===== src/rtl/cordic_atan_radian_table_pkg.sv =====
// atan(2^-i) in radians, stored in Q30 and truncated to the requested Q format.
package cordic_atan_radian_table_pkg;

    localparam logic signed [31:0] ATAN_Q30 [30] = '{
        32'sh3243F6A8, 32'sh1DAC6705, 32'sh0FADBAFC, 32'sh07F56EA6,
        32'sh03FEAB76, 32'sh01FFD55B, 32'sh00FFFAAA, 32'sh007FFF55,
        32'sh003FFFEA, 32'sh001FFFFD, 32'sh000FFFFF, 32'sh0007FFFF,
        32'sh0003FFFF, 32'sh0001FFFF, 32'sh0000FFFF, 32'sh00007FFF,
        32'sh00003FFF, 32'sh00001FFF, 32'sh00000FFF, 32'sh000007FF,
        32'sh000003FF, 32'sh000001FF, 32'sh000000FF, 32'sh0000007F,
        32'sh0000003F, 32'sh0000001F, 32'sh0000000F, 32'sh00000007,
        32'sh00000003, 32'sh00000001
    };

    function automatic logic signed [63:0] cordic_atan_q(input int idx, input int frac_bits);
        logic signed [63:0] v;
        v = 64'(ATAN_Q30[idx]);
        if (frac_bits <= 30) begin
            return v >>> (30 - frac_bits);
        end
        return v <<< (frac_bits - 30);
    endfunction

endpackage


===== src/rtl/cordic_axi4s_types_pkg.sv =====
// Shared CORDIC AXI4-S types: request mode enum, CORDIC gain and pi constants.
// Pi-derived constants are generated for any Q format from one high-precision pi.
package cordic_axi4s_types_pkg;

    typedef enum logic {
        CORDIC_SINE_COSINE_E = 1'b0,
        CORDIC_UNSUPPORTED_E = 1'b1
    } cordic_mode_e;

    // pi in Q60, and 1/K (0.607252935) in Q30
    localparam logic signed [63:0] PI_Q60        = 64'sh3243F6A8885A308D;
    localparam logic signed [63:0] GAIN_INV_Q30  = 64'sd652032874;

    // Returns round(halves * pi/2) in Q(frac_bits); frac_bits <= 60
    function automatic logic signed [63:0] cordic_pi_q(input int frac_bits, input int halves);
        logic signed [127:0] acc;
        int shift;
        shift = 61 - frac_bits;
        acc   = 128'(PI_Q60) * 128'(halves);
        acc   = (acc + (128'sd1 <<< (shift - 1))) >>> shift;
        return acc[63:0];
    endfunction

    function automatic logic signed [63:0] PI(input int frac_bits);
        return cordic_pi_q(frac_bits, 2);
    endfunction

    function automatic logic signed [63:0] PI_HALF(input int frac_bits);
        return cordic_pi_q(frac_bits, 1);
    endfunction

    function automatic logic signed [63:0] PI2(input int frac_bits);
        return cordic_pi_q(frac_bits, 4);
    endfunction

    function automatic logic signed [63:0] CORDIC_GAIN_INV(input int frac_bits);
        logic signed [63:0] v;
        v = GAIN_INV_Q30;
        if (frac_bits <= 30) begin
            return v >>> (30 - frac_bits);
        end
        return v <<< (frac_bits - 30);
    endfunction

endpackage


===== src/rtl/cordic_quadrant_fold.sv =====
// Maps an angle in [0, 2*pi) onto z in [-pi/2, pi/2] plus a cosine sign flag,
// keeping the CORDIC inside its convergence range.
module cordic_quadrant_fold
    import cordic_axi4s_types_pkg::*;
#(
    parameter int W = 32
) (
    input  logic signed [W-1:0] theta,
    output logic signed [W+1:0] z,
    output logic                negate_cos
);

    localparam int XW = W + 2;
    localparam logic signed [XW-1:0] PI_X      = XW'(PI(W - 4));
    localparam logic signed [XW-1:0] PI_HALF_X = XW'(PI_HALF(W - 4));
    localparam logic signed [XW-1:0] PI2_X     = XW'(PI2(W - 4));

    logic signed [XW-1:0] theta_x;
    logic signed [XW-1:0] wrapped;

    always_comb begin
        theta_x    = {{2{theta[W-1]}}, theta};
        wrapped    = (theta_x >= PI_X) ? theta_x - PI2_X : theta_x;
        z          = wrapped;
        negate_cos = 1'b0;
        if (wrapped > PI_HALF_X) begin
            z          = PI_X - wrapped;
            negate_cos = 1'b1;
        end else if (wrapped < -PI_HALF_X) begin
            z          = -PI_X - wrapped;
            negate_cos = 1'b1;
        end
    end

endmodule


===== src/rtl/cordic_sincos_responder.sv =====
// Iterative CORDIC sine/cosine responder on AXI4-S, one micro-rotation per clock.
// Optional macro CORDIC_UNITY_SATURATE_EN clamps each result half to [-1, +1].
module cordic_sincos_responder
    import cordic_axi4s_types_pkg::*;
    import cordic_atan_radian_table_pkg::*;
#(
    parameter int AXI_DATA_WIDTH_P = 32,
    parameter int AXI_ID_WIDTH_P   = 4,
    parameter int NR_OF_STAGES_P   = 24
) (
    input  logic                          clk,
    input  logic                          rst_n,
    input  logic                          ing_tvalid,
    output logic                          ing_tready,
    input  logic [AXI_DATA_WIDTH_P-1:0]   ing_tdata,
    input  logic                          ing_tlast,
    input  logic [AXI_ID_WIDTH_P-1:0]     ing_tid,
    input  logic                          ing_tuser,
    output logic                          egr_tvalid,
    input  logic                          egr_tready,
    output logic [2*AXI_DATA_WIDTH_P-1:0] egr_tdata,
    output logic                          egr_tlast,
    output logic [AXI_ID_WIDTH_P-1:0]     egr_tid
);

    localparam int W    = AXI_DATA_WIDTH_P;
    localparam int FRAC = W - 4;
    localparam int XW   = W + 2;
    localparam int CW   = $clog2(NR_OF_STAGES_P + 1);
    localparam logic signed [XW-1:0] GAIN_INV_X = XW'(CORDIC_GAIN_INV(FRAC));

    typedef enum logic [1:0] {
        IDLE_S,
        PREP_S,
        ROTATE_S,
        OUTPUT_S
    } state_e;

    state_e                   state;
    logic signed [W-1:0]      theta_q;
    logic [AXI_ID_WIDTH_P-1:0] tid_q;
    cordic_mode_e             mode_q;
    logic                     negate_cos_q;
    logic signed [XW-1:0]     x_q, y_q, z_q;
    logic [CW-1:0]            iter_q;

    logic signed [XW-1:0]     fold_z;
    logic                     fold_negate;
    logic signed [XW-1:0]     x_shift, y_shift, atan_i;
    logic signed [XW-1:0]     x_next, y_next, z_next;
    logic signed [W-1:0]      sin_w, cos_w;
    logic [2*W-1:0]           resp_data;

    logic unused_tlast;
    assign unused_tlast = ing_tlast;

    cordic_quadrant_fold #(.W(W)) u_fold (
        .theta      (theta_q),
        .z          (fold_z),
        .negate_cos (fold_negate)
    );

`ifdef CORDIC_UNITY_SATURATE_EN
    localparam logic signed [XW-1:0] ONE_X = XW'(64'sd1 <<< FRAC);
    logic signed [XW-1:0] cos_x;

    function automatic logic signed [W-1:0] clamp_unity(input logic signed [XW-1:0] v);
        logic signed [XW-1:0] c;
        c = v;
        if (v > ONE_X) begin
            c = ONE_X;
        end else if (v < -ONE_X) begin
            c = -ONE_X;
        end
        return c[W-1:0];
    endfunction
`endif

    // One micro-rotation: d = +1 for z >= 0, -1 otherwise
    always_comb begin
        x_shift = x_q >>> iter_q;
        y_shift = y_q >>> iter_q;
        atan_i  = XW'(cordic_atan_q(int'(iter_q), FRAC));
        if (z_q[XW-1]) begin
            x_next = x_q + y_shift;
            y_next = y_q - x_shift;
            z_next = z_q + atan_i;
        end else begin
            x_next = x_q - y_shift;
            y_next = y_q + x_shift;
            z_next = z_q - atan_i;
        end
    end

    always_comb begin
`ifdef CORDIC_UNITY_SATURATE_EN
        cos_x = negate_cos_q ? -x_q : x_q;
        sin_w = clamp_unity(y_q);
        cos_w = clamp_unity(cos_x);
`else
        sin_w = y_q[W-1:0];
        cos_w = negate_cos_q ? -x_q[W-1:0] : x_q[W-1:0];
`endif
        resp_data = (mode_q == CORDIC_SINE_COSINE_E) ? {sin_w, cos_w} : '0;
    end

    // OUTPUT spends its first cycle registering the result, then waits for egr_tready
    always_ff @(posedge clk or negedge rst_n) begin
        if (!rst_n) begin
            state        <= IDLE_S;
            ing_tready   <= 1'b1;
            egr_tvalid   <= 1'b0;
            egr_tdata    <= '0;
            egr_tlast    <= 1'b0;
            egr_tid      <= '0;
            theta_q      <= '0;
            tid_q        <= '0;
            mode_q       <= CORDIC_SINE_COSINE_E;
            negate_cos_q <= 1'b0;
            x_q          <= '0;
            y_q          <= '0;
            z_q          <= '0;
            iter_q       <= '0;
        end else begin
            case (state)
                IDLE_S: begin
                    if (ing_tvalid && ing_tready) begin
                        theta_q    <= ing_tdata;
                        tid_q      <= ing_tid;
                        mode_q     <= cordic_mode_e'(ing_tuser);
                        ing_tready <= 1'b0;
                        state      <= PREP_S;
                    end
                end
                PREP_S: begin
                    x_q          <= GAIN_INV_X;
                    y_q          <= '0;
                    z_q          <= fold_z;
                    negate_cos_q <= fold_negate;
                    iter_q       <= '0;
                    state        <= ROTATE_S;
                end
                ROTATE_S: begin
                    x_q <= x_next;
                    y_q <= y_next;
                    z_q <= z_next;
                    if (iter_q == CW'(NR_OF_STAGES_P - 1)) begin
                        state <= OUTPUT_S;
                    end else begin
                        iter_q <= iter_q + 1'b1;
                    end
                end
                OUTPUT_S: begin
                    if (!egr_tvalid) begin
                        egr_tvalid <= 1'b1;
                        egr_tdata  <= resp_data;
                        egr_tlast  <= 1'b1;
                        egr_tid    <= tid_q;
                    end else if (egr_tready) begin
                        egr_tvalid <= 1'b0;
                        egr_tlast  <= 1'b0;
                        ing_tready <= 1'b1;
                        state      <= IDLE_S;
                    end
                end
                default: state <= IDLE_S;
            endcase
        end
    end

endmodule


===== config.mk =====
export PLATFORM = sky130hd
export DESIGN_NAME = cordic_sincos_responder
export DESIGN_NICKNAME = d
export VERILOG_FILES = /design/src/rtl/cordic_atan_radian_table_pkg.sv /design/src/rtl/cordic_axi4s_types_pkg.sv /design/src/rtl/cordic_quadrant_fold.sv /design/src/rtl/cordic_sincos_responder.sv
export SDC_FILE = /design/constraint.sdc
export NUM_CORES = 1
export LEC_CHECK = 0
export BUFFER_PORTS_ARGS = -buffer_cell sky130_fd_sc_hd__buf_2
export CORE_AREA = 2 2 262 264
export CTS_CLUSTER_DIAMETER = 120
export DETAILED_ROUTE_END_ITERATION = 16
export DIE_AREA = 0 0 264 266
export PLACE_DENSITY_LB_ADDON = 0.25
export SLEW_MARGIN = 5
export SYNTH_ARGS = -nofsm -noshare
export SYNTH_HDL_FRONTEND = slang
export SYNTH_SLANG_ARGS = --single-unit

===== constraint.sdc =====
create_clock -name clk -period 6.5 [get_ports clk]
set_clock_uncertainty 0.05 [all_clocks]
set_input_delay 1.3 -clock clk [delete_from_list [all_inputs] [get_ports clk]]
set_output_delay 1.3 -clock clk [all_outputs]
set_load 0.005 [all_outputs]

==> results of run 1 <==
-- metal layers --
| metal | track usage (%) | up-vias |
|---|---|---|
| met5 | 0 | - |
| met1 | 27.9 | 11000 |
| met3 | 2.37 | 159 |
| met4 | 8.17 | 0 |
| met2 | 39.6 | 750 |
| li1 | - | 10600 |
-- per-stage QoR --
| step | hold slack, ns | cells |
|---|---|---|
| global route | 0.448 | 3812 |
| global placement | 0.406 | 3751 |
| CTS | 0.423 | 3804 |
| floorplan | 0.407 | 2747 |
| finish | 0.419 | 3812 |
| detailed placement | 0.411 | 3751 |
-- layout by cell type (no fill, tap or decap), drive strengths merged, types with 65 or more instances in the layout --
cell   instances
buf          325
nor2         236
nand2        229
dfrtp        217
a21oi        213
o21ai        166
xnor2        151
ha           122
inv          112
mux4         105
xor2          97
nand3         65
-- final timing paths --
check	cells past startpoint	to	start	slack [ns]
max	26	x_q[33]$_DFFE_PN0P_	iter_q[0]$_DFFE_PN0P_	0.34
min	2	egr_tdata[51]$_DFFE_PN0P_	egr_tdata[51]$_DFFE_PN0P_	0.42
max reg2reg	26	x_q[33]$_DFFE_PN0P_	iter_q[0]$_DFFE_PN0P_	0.34
min reg2reg	2	egr_tdata[51]$_DFFE_PN0P_	egr_tdata[51]$_DFFE_PN0P_	0.42
max in group asynchronous	2	z_q[33]$_DFFE_PN0P_	rst_n	4.65
min in group asynchronous	1	egr_tdata[34]$_DFFE_PN0P_	rst_n	0.66
-- cells by family after synthesis --
kind of cell / after synthesis / synth area share, %
compound gates: 880 / 25.5
xor+xnor: 248 / 9.31
fa+ha+maj: 125 / 6.78
buf+inv: 309 / 5.33
flops: 218 / 23.3
mux: 192 / 14.1
simple gates: 775 / 15.6
-- sequential cells by signal, indices dropped and copies added (netlist names) --
signal,count
iter_q,5
x_q,34
z_q,34
egr_tvalid,1
tid_q,4
egr_tlast,1
ing_tready,1
theta_q,32
state,2
mode_q,1
y_q,34
egr_tid,4
egr_tdata,64
negate_cos_q,1
-- what timing repair did --
item,CTS,global route
gates resized for setup,1,23
endpoints found under the setup margin,9,14
buffers inserted,2,7
cloned,0,1
pin swaps,0,4
-- area by class of cell --
type | instances | share of cell area, %
inverter | 115 | 1.60
sequential | 218 | 20.1
multi-input combinational | 2220 | 61.9
tap | 882 | 4.06
timing repair buffer | 326 | 8.60
clock buffer | 40 | 3.00
clock inverter | 11 | 0.778
-- worst max-delay path, delay by kind of cell (launching register included) --
family / cells / cell delay (ns)
flops: 1 / 0.47
xor+xnor: 2 / 0.42
simple gates: 7 / 1.04
fa+ha+maj: 2 / 0.54
buf+inv: 3 / 0.46
compound gates: 8 / 1.53
mux: 4 / 1.50
==> impl_metrics.env, run 1 <==
export IMPL_synth_distinct_cells=96
export IMPL_max_cap_viol_count=0
export IMPL_yosysMostFrequentCell="nor2_1"
export IMPL_clock_latency_ns=0.60
export IMPL_cp_slowest_cell="mux4_2"
export IMPL_synth_seq_cells=218
export IMPL_initial_core_util_pct=34.6
export IMPL_area_delta_synth_final_pct=16.1
export IMPL_dp_slack_ns=-0.235
export IMPL_ys_top_cells_by_area="dfrtp_1 23%, mux4_2 10%, ha_1 6.5%, xnor2_1 5.6%, a21oi_1 4.5%"
export IMPL_path_max_fanout=14
export IMPL_clockRootBuffer="clkbuf_16"
export IMPL_tns_ns=0
export IMPL_yosys_area_top_type_share_pct=23.2
export IMPL_finalCritPeriodShare_pct=94.8
export IMPL_nNetsFinal=3077
export IMPL_synth_top_area_cell="dfrtp_1"
export IMPL_dr_wl_met2_mm=39.6
export IMPL_synth_area_per_cell_um2=8.52
export IMPL_ant_nets=0
export IMPL_cts_tree="done"
export IMPL_grt_pass1_vias=22100
export IMPL_drc=0
export IMPL_fmax_ghz=0.162
export IMPL_dr_pass1_iters=5
export IMPL_clk_path_buf_depth=3
export IMPL_fin_util_pct=40.1
export IMPL_setup_ws_ns=0.340
export IMPL_seq_area_mm2=0.00546
export IMPL_fillers=6860
export IMPL_finalWirelength_mm=80.3
export IMPL_synthArstFlopShare_pct=100
export IMPL_place_congestion=0.977
export IMPL_cts_sinks=218
export IMPL_synth_area_mm2=0.0234
export IMPL_worstPathRequired_ns=6.89
export IMPL_synth_edf_count=0
export IMPL_detail_route_wl_per_cell_um=21.1
export IMPL_grt_max_degree=101
export IMPL_post_route_min_period_ns=6.16
export IMPL_hpwl_mm=61.1
export IMPL_ys_top_cells_by_count="235 x nor2_1, 228 x nand2_1, 217 x dfrtp_1"
export IMPL_antennaDiodeCount=0
export IMPL_critPathKind="reg2reg"
export IMPL_vias_per_cell=5.91
export IMPL_ys_warnings_count=0
export IMPL_chipHeight_um=266
export IMPL_tightest_slew_ns=1.19
export IMPL_met1_length_mm=33.7
export IMPL_synthFlopType="dfrtp_1"
export IMPL_end_kind="flip-flop"
export IMPL_slew_viol_final=0
export IMPL_relSlewSlack_pct=20.0
export IMPL_critical_path_max_stage_delay_ns=0.56
export IMPL_num_io_pins=113
export IMPL_fp_row_count=96
export IMPL_die_w_um=264
export IMPL_io_buffers=111
export IMPL_setup_viol=0
export IMPL_ys_seq_area_share_pct=23.3
export IMPL_status="finished, final reports clean"
export IMPL_grt_pass1_wl_mm=126
export IMPL_min_path_type="reg2reg"
export IMPL_dpl_cell_area_mm2=0.0260
export IMPL_track_usage_pct=22.3
export IMPL_hold_viol_final=0
export IMPL_cp_arrival_ns=6.55
export IMPL_grt_remaining_overflow=0
export IMPL_vias=22500
export IMPL_synth_net_count=2914
export IMPL_rsz0062_at_grt="false"
export IMPL_routed_top_layer="met4"
export IMPL_startpoint_type="flip-flop"
export IMPL_met3WireLength_mm=3.99
export IMPL_multi_input_area_mm2=0.0168
export IMPL_die_area_mm2=0.0702
export IMPL_synthCells=2747
export IMPL_cts_buffers=29
export IMPL_htreeDepth=1
export IMPL_clk_pin_slew_ns=0.07
export IMPL_drive_gt1_share_pct=20.5
export IMPL_cts_hold_buf=0
export IMPL_final_cell_area_mm2=0.0272
export IMPL_antenna_found_initial=1
export IMPL_drt_first_iter_violations=1588
export IMPL_core_region_area_mm2=0.0677
Power of run 1 is left out: the tool's default activity adds up to more than one toggle a clock period on the data nets, which glitch-free logic cannot reach.
==> run 2: changes to the inputs <==
--- a/config.mk
+++ b/config.mk
@@ -6,12 +6,13 @@
 export NUM_CORES = 1
 export LEC_CHECK = 0
 export BUFFER_PORTS_ARGS = -buffer_cell sky130_fd_sc_hd__buf_2
-export CORE_AREA = 2 2 262 264
+export CORE_AREA = 2 2 272 274
 export CTS_CLUSTER_DIAMETER = 120
 export DETAILED_ROUTE_END_ITERATION = 16
-export DIE_AREA = 0 0 264 266
+export DIE_AREA = 0 0 274 276
 export PLACE_DENSITY_LB_ADDON = 0.25
 export SLEW_MARGIN = 5
 export SYNTH_ARGS = -nofsm -noshare
 export SYNTH_HDL_FRONTEND = slang
+export SYNTH_HIERARCHICAL = 1
 export SYNTH_SLANG_ARGS = --single-unit
==> impl_metrics.env, run 2 <==
export IMPL_layout_common_cells="269 x nand2_1, 254 x a21oi_1, 226 x buf_4"
export IMPL_power_mw=3.00
export IMPL_synth_top_area_cell="dfrtp_1"
export IMPL_place_congestion=1.01
export IMPL_track_usage_pct=22.4
export IMPL_tightest_slew_ns=1.08
export IMPL_dp_slack_ns=0.163
export IMPL_top_register="egr_tdata"
export IMPL_finalWirelength_mm=87.6
export IMPL_dpl_cell_count=4106
export IMPL_synth_seq_cells=218
export IMPL_hold_slack_ns=0.417
export IMPL_htreeDepth=1
export IMPL_slew_viol_final=0
export IMPL_fillers=7606
export IMPL_startpoint_type="flip-flop"
export IMPL_switching_share_pct=23.3
export IMPL_initial_core_util_pct=34.7
export IMPL_end_kind="flip-flop"
export IMPL_ys_top_cells_by_area="dfrtp_1 22%, mux4_2 6.5%, xnor2_1 6.1%, ha_1 6.1%, a21oi_1 5.1%"
export IMPL_critPathKind="reg2reg"
export IMPL_fp_row_count=99
export IMPL_cts_tree="done"
export IMPL_finalCritPeriodShare_pct=95.3
export IMPL_clockRootBuffer="clkbuf_16"
export IMPL_holdPathStages=2
export IMPL_p_int_mw=2.30
export IMPL_antenna_found_initial=0
export IMPL_path_max_fanout=11
export IMPL_die_area_mm2=0.0756
export IMPL_r2r_cells=26
export IMPL_area_delta_synth_final_pct=14.4
export IMPL_synthCells=3039
export IMPL_use_met2_pct=37.9
export IMPL_synth_area_mm2=0.0252
export IMPL_stdcell_count=4169
export IMPL_chipHeight_um=276
export IMPL_cts_buffers=28
export IMPL_cts_sinks=218
export IMPL_multi_input_area_mm2=0.0184
export IMPL_cp_arrival_ns=6.63
export IMPL_clk_pin_slew_ns=0.06
export IMPL_power_switching_mw=0.699
export IMPL_hold_viol_final=0
export IMPL_ir_drop_uv=205
export IMPL_setup_ws_ns=0.308
export IMPL_pwr_share_clk_pct=53.4
export IMPL_ys_seq_area_share_pct=21.6
export IMPL_clk_path_buf_depth=3
export IMPL_ys_warnings_count=6
export IMPL_grtUsageMet1_pct=30.0
export IMPL_num_io_pins=113
export IMPL_final_common_cell="nand2_1"
export IMPL_vias_per_cell=5.82
export IMPL_fmax_ghz=0.161
export IMPL_hpwl_mm=66.8
export IMPL_grt_pass1_wl_mm=137
export IMPL_yosys_area_top_type_share_pct=21.5
export IMPL_drc=0
export IMPL_seqPwrFrac_pct=45.2
export IMPL_vias=24300
export IMPL_tns_ns=0
export IMPL_clock_latency_ns=0.60
export IMPL_grt_busiest_layer="met2"
export IMPL_setup_viol=0
export IMPL_ant_nets=0
export IMPL_worstPathRequired_ns=6.93
export IMPL_dr_pass1_iters=5
export IMPL_yosysMostFrequentCell="nand2_1"
export IMPL_drive_gt1_share_pct=20.2
export IMPL_min_path_type="reg2reg"
export IMPL_grt_max_degree=98
export IMPL_grt_remaining_overflow=0
export IMPL_comb_power_share_pct=1.4
export IMPL_die_w_um=274
export IMPL_powerDensity_mw_per_mm2=104
export IMPL_synthFlopType="dfrtp_1"
export IMPL_grt_pass1_vias=23100
export IMPL_status="finished, final reports clean"
export IMPL_io_buffers=111
export IMPL_synth_net_count=3206
export IMPL_relSlewSlack_pct=27.4
export IMPL_synth_edf_count=0
export IMPL_detail_route_wl_per_cell_um=21.0
export IMPL_met3_usage_pct=2.34
export IMPL_synthArstFlopShare_pct=100
export IMPL_core_region_area_mm2=0.0726
export IMPL_ys_top_cells_by_count="270 x nand2_1, 255 x a21oi_1, 217 x dfrtp_1"
export IMPL_seq_area_mm2=0.00547
export IMPL_rsz0062_at_grt="true"
export IMPL_synth_area_per_cell_um2=8.30
export IMPL_post_route_min_period_ns=6.19
export IMPL_drt_first_iter_violations=1970
export IMPL_largest_reg_flops=64
export IMPL_synth_distinct_cells=114
export IMPL_max_cap_viol_count=0
export IMPL_nNetsFinal=3356
export IMPL_power_leakage_nw=12.7
## run 2: cell types whose count changed in the layout (fill, tap and decap cells not counted), moves of 23 or more
cell / before / now
nand2_1: 227 / 269
mux4_2: 105 / 73
a21oi_1: 211 / 254
o22ai_1: 44 / 71
mux2_2: 57 / 85
xnor2_1: 150 / 176
buf_4: 201 / 226
nor2_1: 232 / 209
mux2i_1: 28 / 71
a31oi_1: 40 / 63
## run 2: worst paths after layout
kind | from | to | slack [ns]
hold reg to reg | egr_tdata[0]$_DFFE_PN0P_ | egr_tdata[0]$_DFFE_PN0P_ | 0.42
max in group asynchronous | rst_n | egr_tdata[4]$_DFFE_PN0P_ | 4.48
setup / recovery | iter_q[1]$_DFFE_PN0P_ | y_q[33]$_DFFE_PN0P_ | 0.31
hold / removal | egr_tdata[0]$_DFFE_PN0P_ | egr_tdata[0]$_DFFE_PN0P_ | 0.42
setup reg to reg | iter_q[1]$_DFFE_PN0P_ | y_q[33]$_DFFE_PN0P_ | 0.31
min in group asynchronous | rst_n | theta_q[4]$_DFFE_PN0P_ | 0.55
## run 2: routing by layer
metal / routed length (µm) / share of wire [%]
met5: 0 / 0
met4: 2680 / 3.1
met3: 4330 / 4.9
met2: 41900 / 48
met1: 38600 / 44
## run 2: metrics by stage
stage / cell area [µm²] / utilization [%]
finish: 28900 / 39.8
global route: 28900 / 39.8
CTS: 28700 / 39.5
detailed placement: 27700 / 38.2
global placement: 27700 / 38.2
floorplan: 25200 / -
## run 2: cells by family (layout without fill, tap and decap cells)
group,count (synthesis),count (layout),synth area share [%]
XOR/XNOR,276,276,9.59
other,0,1,0
AO/OA/AOI/OAI,1015,1015,27.0
AND/OR/NAND/NOR,826,826,16.2
multiplexers,236,236,13.5
buffers and inverters,343,513,5.81
flip-flops,218,218,21.6
adder cells (fa/ha/maj),125,125,6.29
## run 2: cell type report
type / count / area share [%]
sequential: 218 / 19.0
antenna: 1 / 0.00867
clock buffer: 36 / 2.60
multi-input combinational: 2478 / 63.8
inverter: 119 / 1.55
timing repair buffer: 344 / 8.37
tap: 959 / 4.16
clock inverter: 14 / 0.607
## run 2: power by group through the flow
stage | combinational [mW] | clock, mW | sequential (mW)
final | 0.0417 | 1.60 | 1.36
after CTS | 0.0450 | 1.66 | 1.36
after detailed placement | 0.0450 | 0 | 1.38
after global routing | 0.0493 | 1.71 | 1.36
after global placement | 0.0446 | 0 | 1.38
after floorplan | 0.000353 | 0 | 1.38
## run 2: repair_timing
action	4_1_cts	5_1_grt
setup endpoints to repair	0	18
gates resized for setup	0	15
endpoints found under the hold margin	0	0
setup buffers	0	11
hold buffers	0	0
## run 2: critical path: stages, from the launching register on
cell and delay, ns:
dfrtp_4 0.55, buf_12 0.16, buf_4 0.17, mux4_2 0.55, mux2i_2 0.25, buf_4 0.17
o32ai_1 0.10, a31oi_1 0.34, buf_4 0.21, nand3b_2 0.09, nor2_1 0.14, nand2_1 0.09
buf_4 0.16, a21oi_1 0.13, o21ai_0 0.09, ha_1 0.38, nand3_1 0.15, nor3b_1 0.07
or4b_2 0.63, a31oi_1 0.19, o31a_1 0.19, o21ai_0 0.14, a221o_1 0.36, a211oi_2 0.23
xnor2_1 0.18, o21ai_1 0.09, a22o_1 0.20
No activity file was read; power rests on OpenSTA's default activity.
